`src/rtl/cache_pkg.sv`:
```
// Shared types, default geometry and address-field helpers for the
// direct-mapped write-back data cache.
package cache_pkg;

  localparam int DEF_NUM_LINES  = 16;
  localparam int DEF_LINE_WORDS = 4;
  localparam int DEF_ADDR_W     = 32;
  localparam int WORD_W         = 32;
  localparam int BYTE_OFF_W     = 2;

  localparam int DEF_WSEL_W = $clog2(DEF_LINE_WORDS);
  localparam int DEF_IDX_W  = $clog2(DEF_NUM_LINES);
  localparam int DEF_OFF_W  = DEF_WSEL_W + BYTE_OFF_W;
  localparam int DEF_TAG_W  = DEF_ADDR_W - DEF_IDX_W - DEF_OFF_W;
  localparam int DEF_LINE_W = DEF_LINE_WORDS * WORD_W;

  typedef enum logic [2:0] {
    S_IDLE,
    S_COMPARE,
    S_WRITEBACK,
    S_WB_WAIT,
    S_ALLOCATE,
    S_ALLOC_WAIT
  } state_e;

  function automatic logic [63:0] addr_field(input logic [63:0] a, input int lsb, input int width);
    return (a >> lsb) & ((64'd1 << width) - 64'd1);
  endfunction

  function automatic logic [63:0] get_word(input logic [63:0] a, input int wsel_w);
    return addr_field(a, BYTE_OFF_W, wsel_w);
  endfunction

  function automatic logic [63:0] get_index(input logic [63:0] a, input int wsel_w, input int idx_w);
    return addr_field(a, BYTE_OFF_W + wsel_w, idx_w);
  endfunction

  function automatic logic [63:0] get_tag(input logic [63:0] a, input int wsel_w, input int idx_w,
                                          input int tag_w);
    return addr_field(a, BYTE_OFF_W + wsel_w + idx_w, tag_w);
  endfunction

endpackage

```
`src/rtl/cache_line_store.sv`:
```
// Valid/dirty/tag/data arrays of the cache: combinational read by index,
// synchronous word write, line fill and dirty set/clear.
module cache_line_store
  import cache_pkg::*;
#(
  parameter int NUM_LINES  = DEF_NUM_LINES,
  parameter int LINE_WORDS = DEF_LINE_WORDS,
  parameter int TAG_W      = DEF_TAG_W,
  localparam int IDX_W     = $clog2(NUM_LINES),
  localparam int WSEL_W    = $clog2(LINE_WORDS),
  localparam int LINE_W    = LINE_WORDS * WORD_W
) (
  input  logic              clk,
  input  logic              rst_n,
  input  logic [IDX_W-1:0]  i_idx,
  output logic              o_valid,
  output logic              o_dirty,
  output logic [TAG_W-1:0]  o_tag,
  output logic [LINE_W-1:0] o_line,
  input  logic              i_word_we,
  input  logic [WSEL_W-1:0] i_word_sel,
  input  logic [31:0]       i_word_data,
  input  logic              i_fill_we,
  input  logic [TAG_W-1:0]  i_fill_tag,
  input  logic [LINE_W-1:0] i_fill_line,
  input  logic              i_dirty_set,
  input  logic              i_dirty_clr
);

  logic [NUM_LINES-1:0] r_valid;
  logic [NUM_LINES-1:0] r_dirty;
  logic [TAG_W-1:0]     r_tag  [NUM_LINES];
  logic [LINE_W-1:0]    r_data [NUM_LINES];

  assign o_valid = r_valid[i_idx];
  assign o_dirty = r_dirty[i_idx];
  assign o_tag   = r_tag[i_idx];
  assign o_line  = r_data[i_idx];

  always_ff @(posedge clk or negedge rst_n) begin
    if (!rst_n) begin
      r_valid <= '0;
      r_dirty <= '0;
    end else begin
      if (i_fill_we) begin
        r_valid[i_idx] <= 1'b1;
        r_dirty[i_idx] <= 1'b0;
      end
      if (i_dirty_clr) r_dirty[i_idx] <= 1'b0;
      if (i_dirty_set) r_dirty[i_idx] <= 1'b1;
    end
  end

  // Tag and data contents are meaningless until the valid bit is set, so they carry no reset.
  always_ff @(posedge clk) begin
    if (i_fill_we) begin
      r_tag[i_idx]  <= i_fill_tag;
      r_data[i_idx] <= i_fill_line;
    end else if (i_word_we) begin
      r_data[i_idx][i_word_sel*WORD_W +: WORD_W] <= i_word_data;
    end
  end

endmodule

```
`src/rtl/data_cache.sv`:
```
// Direct-mapped, write-back, write-allocate data cache for the MEM stage:
// valid/ready core handshake, whole-line transfers to a multi-cycle memory.
module data_cache
  import cache_pkg::*;
#(
  parameter int NUM_LINES  = DEF_NUM_LINES,
  parameter int LINE_WORDS = DEF_LINE_WORDS,
  parameter int ADDR_W     = DEF_ADDR_W,
  localparam int WSEL_W    = $clog2(LINE_WORDS),
  localparam int IDX_W     = $clog2(NUM_LINES),
  localparam int TAG_W     = ADDR_W - IDX_W - WSEL_W - BYTE_OFF_W,
  localparam int LINE_W    = LINE_WORDS * WORD_W
) (
  input  logic              clk,
  input  logic              reset,
  input  logic              is_input_valid,
  input  logic [ADDR_W-1:0] addr,
  input  logic              mem_rw,
  input  logic [31:0]       din,
  output logic              is_ready,
  output logic              is_output_valid,
  output logic [31:0]       dout,
  output logic              is_hit,
  output logic              mem_req_valid,
  output logic              mem_req_write,
  output logic [ADDR_W-1:0] mem_req_addr,
  output logic [LINE_W-1:0] mem_req_wdata,
  input  logic              mem_req_ready,
  input  logic              mem_resp_valid,
  input  logic [LINE_W-1:0] mem_resp_rdata
);

  state_e              r_state;
  logic                r_refill;
  logic [TAG_W-1:0]    r_tag;
  logic [IDX_W-1:0]    r_idx;
  logic [WSEL_W-1:0]   r_wsel;
  logic                r_rw;
  logic [31:0]         r_din;

  logic                w_valid;
  logic                w_dirty;
  logic [TAG_W-1:0]    w_tag;
  logic [LINE_W-1:0]   w_line;
  logic                w_hit;
  logic [31:0]         w_word;
  logic                w_accept;
  logic [ADDR_W-1:0]   w_victim_addr;
  logic [ADDR_W-1:0]   w_fill_addr;

  assign w_accept      = is_ready && is_input_valid;
  assign w_hit         = (r_state == S_COMPARE) && w_valid && (w_tag == r_tag);
  assign w_word        = w_line[r_wsel*WORD_W +: WORD_W];
  assign w_victim_addr = {w_tag, r_idx, {(WSEL_W + BYTE_OFF_W){1'b0}}};
  assign w_fill_addr   = {r_tag, r_idx, {(WSEL_W + BYTE_OFF_W){1'b0}}};

  cache_line_store #(
    .NUM_LINES  (NUM_LINES),
    .LINE_WORDS (LINE_WORDS),
    .TAG_W      (TAG_W)
  ) u_store (
    .clk         (clk),
    .rst_n       (reset),
    .i_idx       (r_idx),
    .o_valid     (w_valid),
    .o_dirty     (w_dirty),
    .o_tag       (w_tag),
    .o_line      (w_line),
    .i_word_we   (w_hit && r_rw),
    .i_word_sel  (r_wsel),
    .i_word_data (r_din),
    .i_fill_we   ((r_state == S_ALLOC_WAIT) && mem_resp_valid),
    .i_fill_tag  (r_tag),
    .i_fill_line (mem_resp_rdata),
    .i_dirty_set (w_hit && r_rw),
    .i_dirty_clr ((r_state == S_WB_WAIT) && mem_resp_valid)
  );

  // Core side: completion is a combinational view of the COMPARE hit.
  assign is_ready        = (r_state == S_IDLE) && reset;
  assign is_output_valid = w_hit;
  assign dout            = (w_hit && !r_rw) ? w_word : 32'd0;
  assign is_hit          = w_hit && !r_refill;

  assign mem_req_valid = (r_state == S_WRITEBACK) || (r_state == S_ALLOCATE);
  assign mem_req_write = (r_state == S_WRITEBACK);
  assign mem_req_addr  = (r_state == S_WRITEBACK) ? w_victim_addr :
                         (r_state == S_ALLOCATE)  ? w_fill_addr   : '0;
  assign mem_req_wdata = (r_state == S_WRITEBACK) ? w_line : '0;

  always_ff @(posedge clk or negedge reset) begin
    if (!reset) begin
      r_state  <= S_IDLE;
      r_refill <= 1'b0;
    end else begin
      case (r_state)
        S_IDLE: begin
          if (w_accept) begin
            r_state  <= S_COMPARE;
            r_refill <= 1'b0;
          end
        end
        S_COMPARE: begin
          if (w_hit)                  r_state <= S_IDLE;
          else if (w_valid && w_dirty) r_state <= S_WRITEBACK;
          else                        r_state <= S_ALLOCATE;
        end
        S_WRITEBACK:  if (mem_req_ready)  r_state <= S_WB_WAIT;
        S_WB_WAIT:    if (mem_resp_valid) r_state <= S_ALLOCATE;
        S_ALLOCATE:   if (mem_req_ready)  r_state <= S_ALLOC_WAIT;
        S_ALLOC_WAIT: begin
          if (mem_resp_valid) begin
            r_state  <= S_COMPARE;
            r_refill <= 1'b1;
          end
        end
        default: r_state <= S_IDLE;
      endcase
    end
  end

  // Request capture: held unchanged for the whole miss sequence.
  always_ff @(posedge clk) begin
    if (w_accept) begin
      r_tag  <= TAG_W'(get_tag(64'(addr), WSEL_W, IDX_W, TAG_W));
      r_idx  <= IDX_W'(get_index(64'(addr), WSEL_W, IDX_W));
      r_wsel <= WSEL_W'(get_word(64'(addr), WSEL_W));
      r_rw   <= mem_rw;
      r_din  <= din;
    end
  end

endmodule
```
`config.mk`:
```
export PLATFORM = sky130hd
export DESIGN_NAME = data_cache
export DESIGN_NICKNAME = d
export VERILOG_FILES = /design/src/rtl/cache_pkg.sv /design/src/rtl/cache_line_store.sv /design/src/rtl/data_cache.sv
export SDC_FILE = /design/constraint.sdc
export NUM_CORES = 2
export LEC_CHECK = 0
export CAP_MARGIN = 20
export CORE_MARGIN = 3
export CORE_UTILIZATION = 35
export CTS_CLUSTER_SIZE = 25
export DETAILED_ROUTE_END_ITERATION = 6
export PLACE_DENSITY = 0.61
export SLEW_MARGIN = 25
export SYNTH_ARGS = -nofsm -noshare
export SYNTH_HDL_FRONTEND = slang
export SYNTH_SLANG_ARGS = --single-unit
```
`constraint.sdc`:
```
create_clock -name clk -period 14.1 [get_ports clk]
set_input_delay 2.82 -clock clk [delete_from_list [all_inputs] [get_ports clk]]
set_output_delay 2.82 -clock clk [all_outputs]
set_load 0.03 [all_outputs]
```
## After elaboration in Yosys (flattened, before gate mapping)

Memories as Yosys holds them, arrays and structs flattened. A register that Yosys moved wholly into a read port is not among the register bits.
Cells that the tools add are included.

| word-level totals | value |
|---|---|
| logic and storage cells | 338 |
| memories kept | 2 |
| bits in read-only memories | 0 |
| bits in writable memories | 2432 |
| latch bits | 0 |
| register bits after elaboration | 99 |
| output and inout bits | 197 |

Memory list:

| memory | words | width | rd ports | clocked after memory_dff | write ports | RTL line | source |
|---|---|---|---|---|---|---|---|
| u_store.r_data | 16 | 128 | 1 | 1 | 1 | cache_line_store.sv:33 | `logic [LINE_W-1:0] r_data [NUM_LINES];` |
| u_store.r_tag | 16 | 24 | 1 | 1 | 1 | cache_line_store.sv:32 | `logic [TAG_W-1:0] r_tag [NUM_LINES];` |

| cells by class | value |
|---|---|
| magnitude comparators | 2 |
| reductions and logical operators | 18 |
| shift-type cells | 3 |
| mux-type cells | 159 |
| add/subtract/negate cells | 1 |
| bitwise logic cells | 133 |
| equal/unequal tests | 11 |
| multipliers | 0 |
| divide/modulo/power cells | 0 |

Operators by type and width:

| cell | count |
|---|---|
| 128-bit 2-to-1 mux | 2 |
| 1-bit 2-to-1 mux | 137 |
| 1-bit bitwise OR | 128 |
| 32-bit by 34-bit variable shift with 128-bit output, first input constant | 1 |
| 128-bit by 8-bit indexed part select with 32-bit output | 1 |
| 32-bit by 34-bit indexed part select with 128-bit output | 1 |
| 32-bit 2-to-1 mux | 3 |
| 16-bit 2-to-1 mux | 3 |
| 7-bit negation with 34-bit output | 1 |
| 16-bit bitwise AND | 2 |
| 16-bit bitwise OR | 2 |
| 24-bit equality test | 1 |
| 3-bit 2-to-1 mux | 7 |
| 3-bit one-hot mux with 6 select lines | 1 |
| 16-bit inverter | 1 |
| 1-bit logical AND | 11 |
| 1-bit binary-select mux with 4-bit select | 2 |
| 4-bit 2-to-1 mux | 2 |
| 2-bit inequality test, second input constant | 4 |
| 3-bit by 2-bit equality test with 1-bit output, second input constant | 2 |
| 3-bit equality test, second input constant | 2 |
| 4-bit by 5-bit less-than comparator with 1-bit output, second input constant | 1 |
| 5-bit AND reduction | 1 |
| 1-bit demux with 4-bit select | 1 |
| other kinds (9) | 10 |

## Logic depth before layout (Yosys ltp)

| depth | value |
|---|---|
| word-level depth | 11 |
| depth in mapped cells | 16 |
| gate-level depth less buffers | 8 |

## Cells and area by module

A second synthesis with hierarchy kept.

| unflattened totals | value |
|---|---|
| cell total of the unflattened synthesis | 4497 |
| area total of the unflattened synthesis | 98931.1 µm² |

By module, submodules not included:

| module | instances | area an instance (µm²) | cells an instance | sequential area each (µm²) |
|---|---|---|---|---|
| cache_line_store | 1 | 94040.2 | 4109 | 73830.8 |
| data_cache | 1 | 4890.9 | 388 | 1991.9 |

## Worst setup path before layout

Ideal clock, no wire load.

| timing path | value |
|---|---|
| path type | in2out |
| start | input reset |
| end | output is_ready |
| setup slack | 7.383 ns |
| cell stages on the path | 1 |
| data arrival time | 3.897 ns |
| cells stage by stage | nor4b_1 |

| between the ends | value |
|---|---|
| longest elaborated chain between the ends | 1 |

RTL lines:

| what | RTL line | source |
|---|---|---|
| start, declared | data_cache.sv:15 | `input logic reset,` |
| 1-bit logical AND | data_cache.sv:80 | `assign is_ready = (r_state == S_IDLE) && reset;` |
| end, declared | data_cache.sv:20 | `output logic is_ready,` |

No other way between the ends.

==> results.md <==
| Group | Parameter | Reported |
| --- | --- | --- |
| final layout | Combined area of the multi-input logic cells | 0.0250 mm2 |
| hold path | Hold Crit Start | u_store.r_valid[10] |
| timing | RSZ-0062 raised after global routing | false |
| critical path | Element type at the critical path end | primary output |
| synth | Cell count after synthesis | 4746 |
| placed design | Routability Congestion | 0.836 |
| synth | List of most frequent post-synthesis cells | sky130_fd_sc_hd__edfxtp_1, sky130_fd_sc_hd__mux4_2, sky130_fd_sc_hd__mux2i_1 |
| timing | Final Worst Setup Slack | 3850 ps |
| synth | Part of the Yosys area used for sequential elements | 74.8% |
| clock network | Number of buffers created by CTS | 249 |
| critical path | Cell family with the largest share of critical-path delay | simple AND/OR/NAND/NOR gates |
| drt | Total vias in the final route | 52200 |
| die | Height of the die | 544 um |
| timing | Time the final worst path needs with I/O delays and setup | 10250 ps |
| hold path | Endpoint with the worst hold slack | u_store.r_valid[10] |
| placed design | Placed Instance Area | 0.111 mm2 |
| synth | Synth Area in Simple Gates | 2.76% |
| timing | Final worst-path cycle share | 72.7% |
| critical path | Critical Path Source Type | register |
| drt | Number of DRC violations after detailed-routing iteration 0 | 7034 |
| synth | Fraction of the mapped netlist area in compound gates | 1.68% |
| timing | Worst Max-Slew Pin Slew | 1180 ps |
| die | # IOs | 395 |
| timing | Summed negative setup slack over all endpoints | 0 ps |
| drt | Detailed-router iteration count before antenna repair | 6 |
| global routing | Via count of the first global-routing pass | 50900 |
| drt | Routed length per instance | 33.3 um |
| synth | Synth top area cells | sky130_fd_sc_hd__edfxtp_1, sky130_fd_sc_hd__mux4_2, sky130_fd_sc_hd__mux2i_1 |
| synth | Number of enable-type register cells in the synthesized netlist | 2495 |
| clock network | Hold buffer count at cts | 0 |
| pwr | Worst voltage drop across the vdd grid | 0.122 mV |
| synth | Synth Flop Type | sky130_fd_sc_hd__edfxtp_1 |
| critical path | Critical R2R Capture | u_store.r_data[11][98] |
| synth | Netlist area before placement | 0.101 mm2 |
| global routing | Antenna violations before repair | 34 |
| global routing | Wire length of the first global-routing pass | 419 mm |
| pwr | Power density over the cells | 159 mW/mm2 |
| clock network | Post-CTS setup buffers | 0 |
| clock network | CTS Buffer Depth | 4 |
| timing | Relative max-transition margin | 19.9% |
| clock network | Post-CTS resize count | 0 |
| clock network | Clk sinks | 2535 |
| placed design | DP Worst Slack | 4670 ps |
| critical path | Highest fanout seen on the critical path | 51 |
| drt | Remaining antenna violation count | 0 |
| synth | Syn_area_per_cell | 21.4 um2 |
| critical path | Crit path cell chain | buf_4, mux4_2, a22oi_1, nand3_1, xnor2_1, nand4_1, or4_4, or4_4, nor2b_1, clkdlybuf4s50_1 |
| timing | Setup violations, final | 0 |
| die | Die area | 0.296 mm2 |
| critical path | Reg2reg setup slack | 7710 ps |
| synth | Post-synthesis share of cell area spent on xor and xnor gates | 0.250% |
| hold path | Min-delay worst type | reg -> reg |
| clock network | Worst-path clk slew | 60 ps |
| run | Number of violations of the max-capacitance limit | 0 |
| global routing | Largest net degree at the start of global routing | 149 |
| outcome | Outcome | complete, no violations |
| timing | Number of max-slew violations in the final report | 0 |
| critical path | Critical path buffers and inverters | 2 |
| critical path | Critical-path cell with the highest stage delay | sky130_fd_sc_hd__dfxtp_4 |
| synth | Adder-Cell Fraction of Synth Area | 0.0617% |
| critical path | Most prevalent standard cell on the critical path | sky130_fd_sc_hd__or4_4 |
| synth | Cell accounting for the most synthesized area | sky130_fd_sc_hd__edfxtp_1 |
| final layout | Fillers | 25100 |
| final layout | Post-route standard cell area excluding fillers | 0.119 mm2 |
| drt | Vias per cell | 5.62 |
| synth | Number of storage elements in the synthesis netlist | 2535 |
| global routing | Global-route usage over all layers | 20.4% |
| final layout | Fraction of layout instances using a drive strength above 1 | 27.5% |
| synth | Share of synthesized flip-flops with an asynchronous set or reset | 1.42% |
| synth | Share of synthesized area spent on multiplexers | 18.6% |
| synth | Most common cell in the netlist | sky130_fd_sc_hd__edfxtp_1 |
| hold path | Number of instances on the worst hold path | 1 |
| placed design | Final HPWL DP | 182 mm |
| drt | DRC violation count after routing | 0 |
| clock network | CTS HTree Levels | 4 |
| global routing | Aggregate global routing overflow | 0 |
| timing | Final hold violation count | 0 |
| synth | Cell variety after synth | 79 |
| critical path | R2r worst-path depth | 10 |
| final layout | Final nets | 5474 |
| die | Effective utilization at floorplan | 35.2% |
| die | Core box area | 0.288 mm2 |
| critical path | Class of the most critical setup path | reg -> out |
| pwr | LEAKAGE | 0.0370 uW |
| die | Number of placement rows | 197 |
| critical path | Critical path required time | 11280 ps |
| clock network | Worst-Skew Late Latency | 930 ps |
| die | Horizontal die dimension | 544 um |
| timing | Final Skew | 130 ps |
| placed design | Total of buffers placed on input and output ports | 388 |
| critical path | Peak per-stage delay on the critical path | 860 ps |
| final layout | Area Growth Syn to Fin | 17.5% |
| critical path | Data arrival time of the worst path | 7430 ps |
| synth | Combinational family with the most area after synthesis | multiplexers |
| synth | Fraction of synthesized cell area taken by the top area cell type | 73.8% |
| timing | Achievable frequency | 97.5 MHz |
| drt | Overall routed net length | 309 mm |
| final layout | Register area | 0.0759 mm2 |
| clock network | CTS tree | yes |
| clock network | Root cell of the clock tree | sky130_fd_sc_hd__clkbuf_16 |
| synth | Warnings from Yosys | 0 |
[per-stage QoR]
stage / hold slack (ps) / util, % / cells / power, uW
after floorplan: 448 / - / 4749 / 11000
after global placement: 477 / 38.4 / 8796 / 12600
after detailed placement: 486 / 38.4 / 8799 / 12600
after CTS: 500 / 41.2 / 9253 / 19000
after global routing: 512 / 41.3 / 9256 / 19500
final: 500 / 41.4 / 9280 / 18900
[where the power goes]
| group | switching [uW] | leakage, uW | internal [uW] | total (uW) |
|---|---|---|---|---|
| combinational | 2280 | 0.0103 | 1530 | 3800 |
| sequential | 214 | 0.0229 | 8450 | 8660 |
| clock | 2800 | 0.00385 | 3670 | 6470 |
[per-layer routing]
| metal | global-route usage (%) | vias up | wire [um] |
|---|---|---|---|
| li1 | - | 20700 | - |
| met1 | 27.0 | 28100 | 116000 |
| met2 | 32.0 | 2887 | 145000 |
| met3 | 4.52 | 438 | 30400 |
| met4 | 10.0 | 4 | 17200 |
| met5 | 0 | - | 23 |
[layout make-up]
class                      instances  area share (%)
antenna                           25          0.0525
clock buffer                     307            5.49
clock inverter                   147            1.08
inverter                         138           0.447
multi-input combinational       1806            21.0
sequential                      2535            63.7
tap                             3781            3.97
timing repair buffer             541            4.33
[state kept, by name, indices dropped and copies added, names as in the netlist, named ones only]
signal,flops
u_store.r_data,2048
u_store.r_tag,384
u_store.r_dirty,15
r_idx,4
r_refill,1
r_din,32
r_tag,24
r_rw,1
u_store.r_valid,16
r_wsel,2
r_state,3
[how the worst max path moves through the flow]
stage / startpoint / endpoint / slack, ps / depth (start not counted)
detailed placement: register / dout[9] / 4670 / 10
global placement: register / dout[9] / 4710 / 10
global route: register / dout[9] / 3610 / 10
CTS: register / dout[9] / 3730 / 10
finish: register / dout[7] / 3850 / 10
floorplan: reset / is_ready / 7380 / 1
[worst register-to-register path: cells and delay by family, from the launching register on]
kind	cells	cell delay, ps
AOI/OAI and AO/OA	1	200
xor gates and xnor gates	1	180
buffers and inverters	2	1540
DFF	1	860
muxes	2	1510
and+or+nand+nor	4	1740
[cells in the final DEF (no fill, tap or decap), types with 30 or more instances in the layout]
master / n
sky130_fd_sc_hd__nor2_1: 30
sky130_fd_sc_hd__buf_4: 141
sky130_fd_sc_hd__clkinv_1: 58
sky130_fd_sc_hd__mux2i_1: 97
sky130_fd_sc_hd__dfrtp_1: 36
sky130_fd_sc_hd__clkdlybuf4s50_1: 387
sky130_fd_sc_hd__clkbuf_16: 252
sky130_fd_sc_hd__nand2_1: 206
sky130_fd_sc_hd__nor2b_1: 50
sky130_fd_sc_hd__clkbuf_1: 52
sky130_fd_sc_hd__clkinv_2: 53
sky130_fd_sc_hd__a21oi_4: 64
sky130_fd_sc_hd__inv_1: 133
sky130_fd_sc_hd__o21ai_0: 35
sky130_fd_sc_hd__mux2i_2: 125
sky130_fd_sc_hd__edfxtp_1: 2495
sky130_fd_sc_hd__mux4_2: 723
sky130_fd_sc_hd__and2_1: 127
[cell families after synthesis]
logic type / count (synthesis)
xor+xnor: 29
fa+ha+maj: 5
flops: 2535
buf+inv: 408
compound gates: 252
mux: 974
simple gates: 542
other cells: 1
Note: power is estimated with default switching activity, not from simulation.
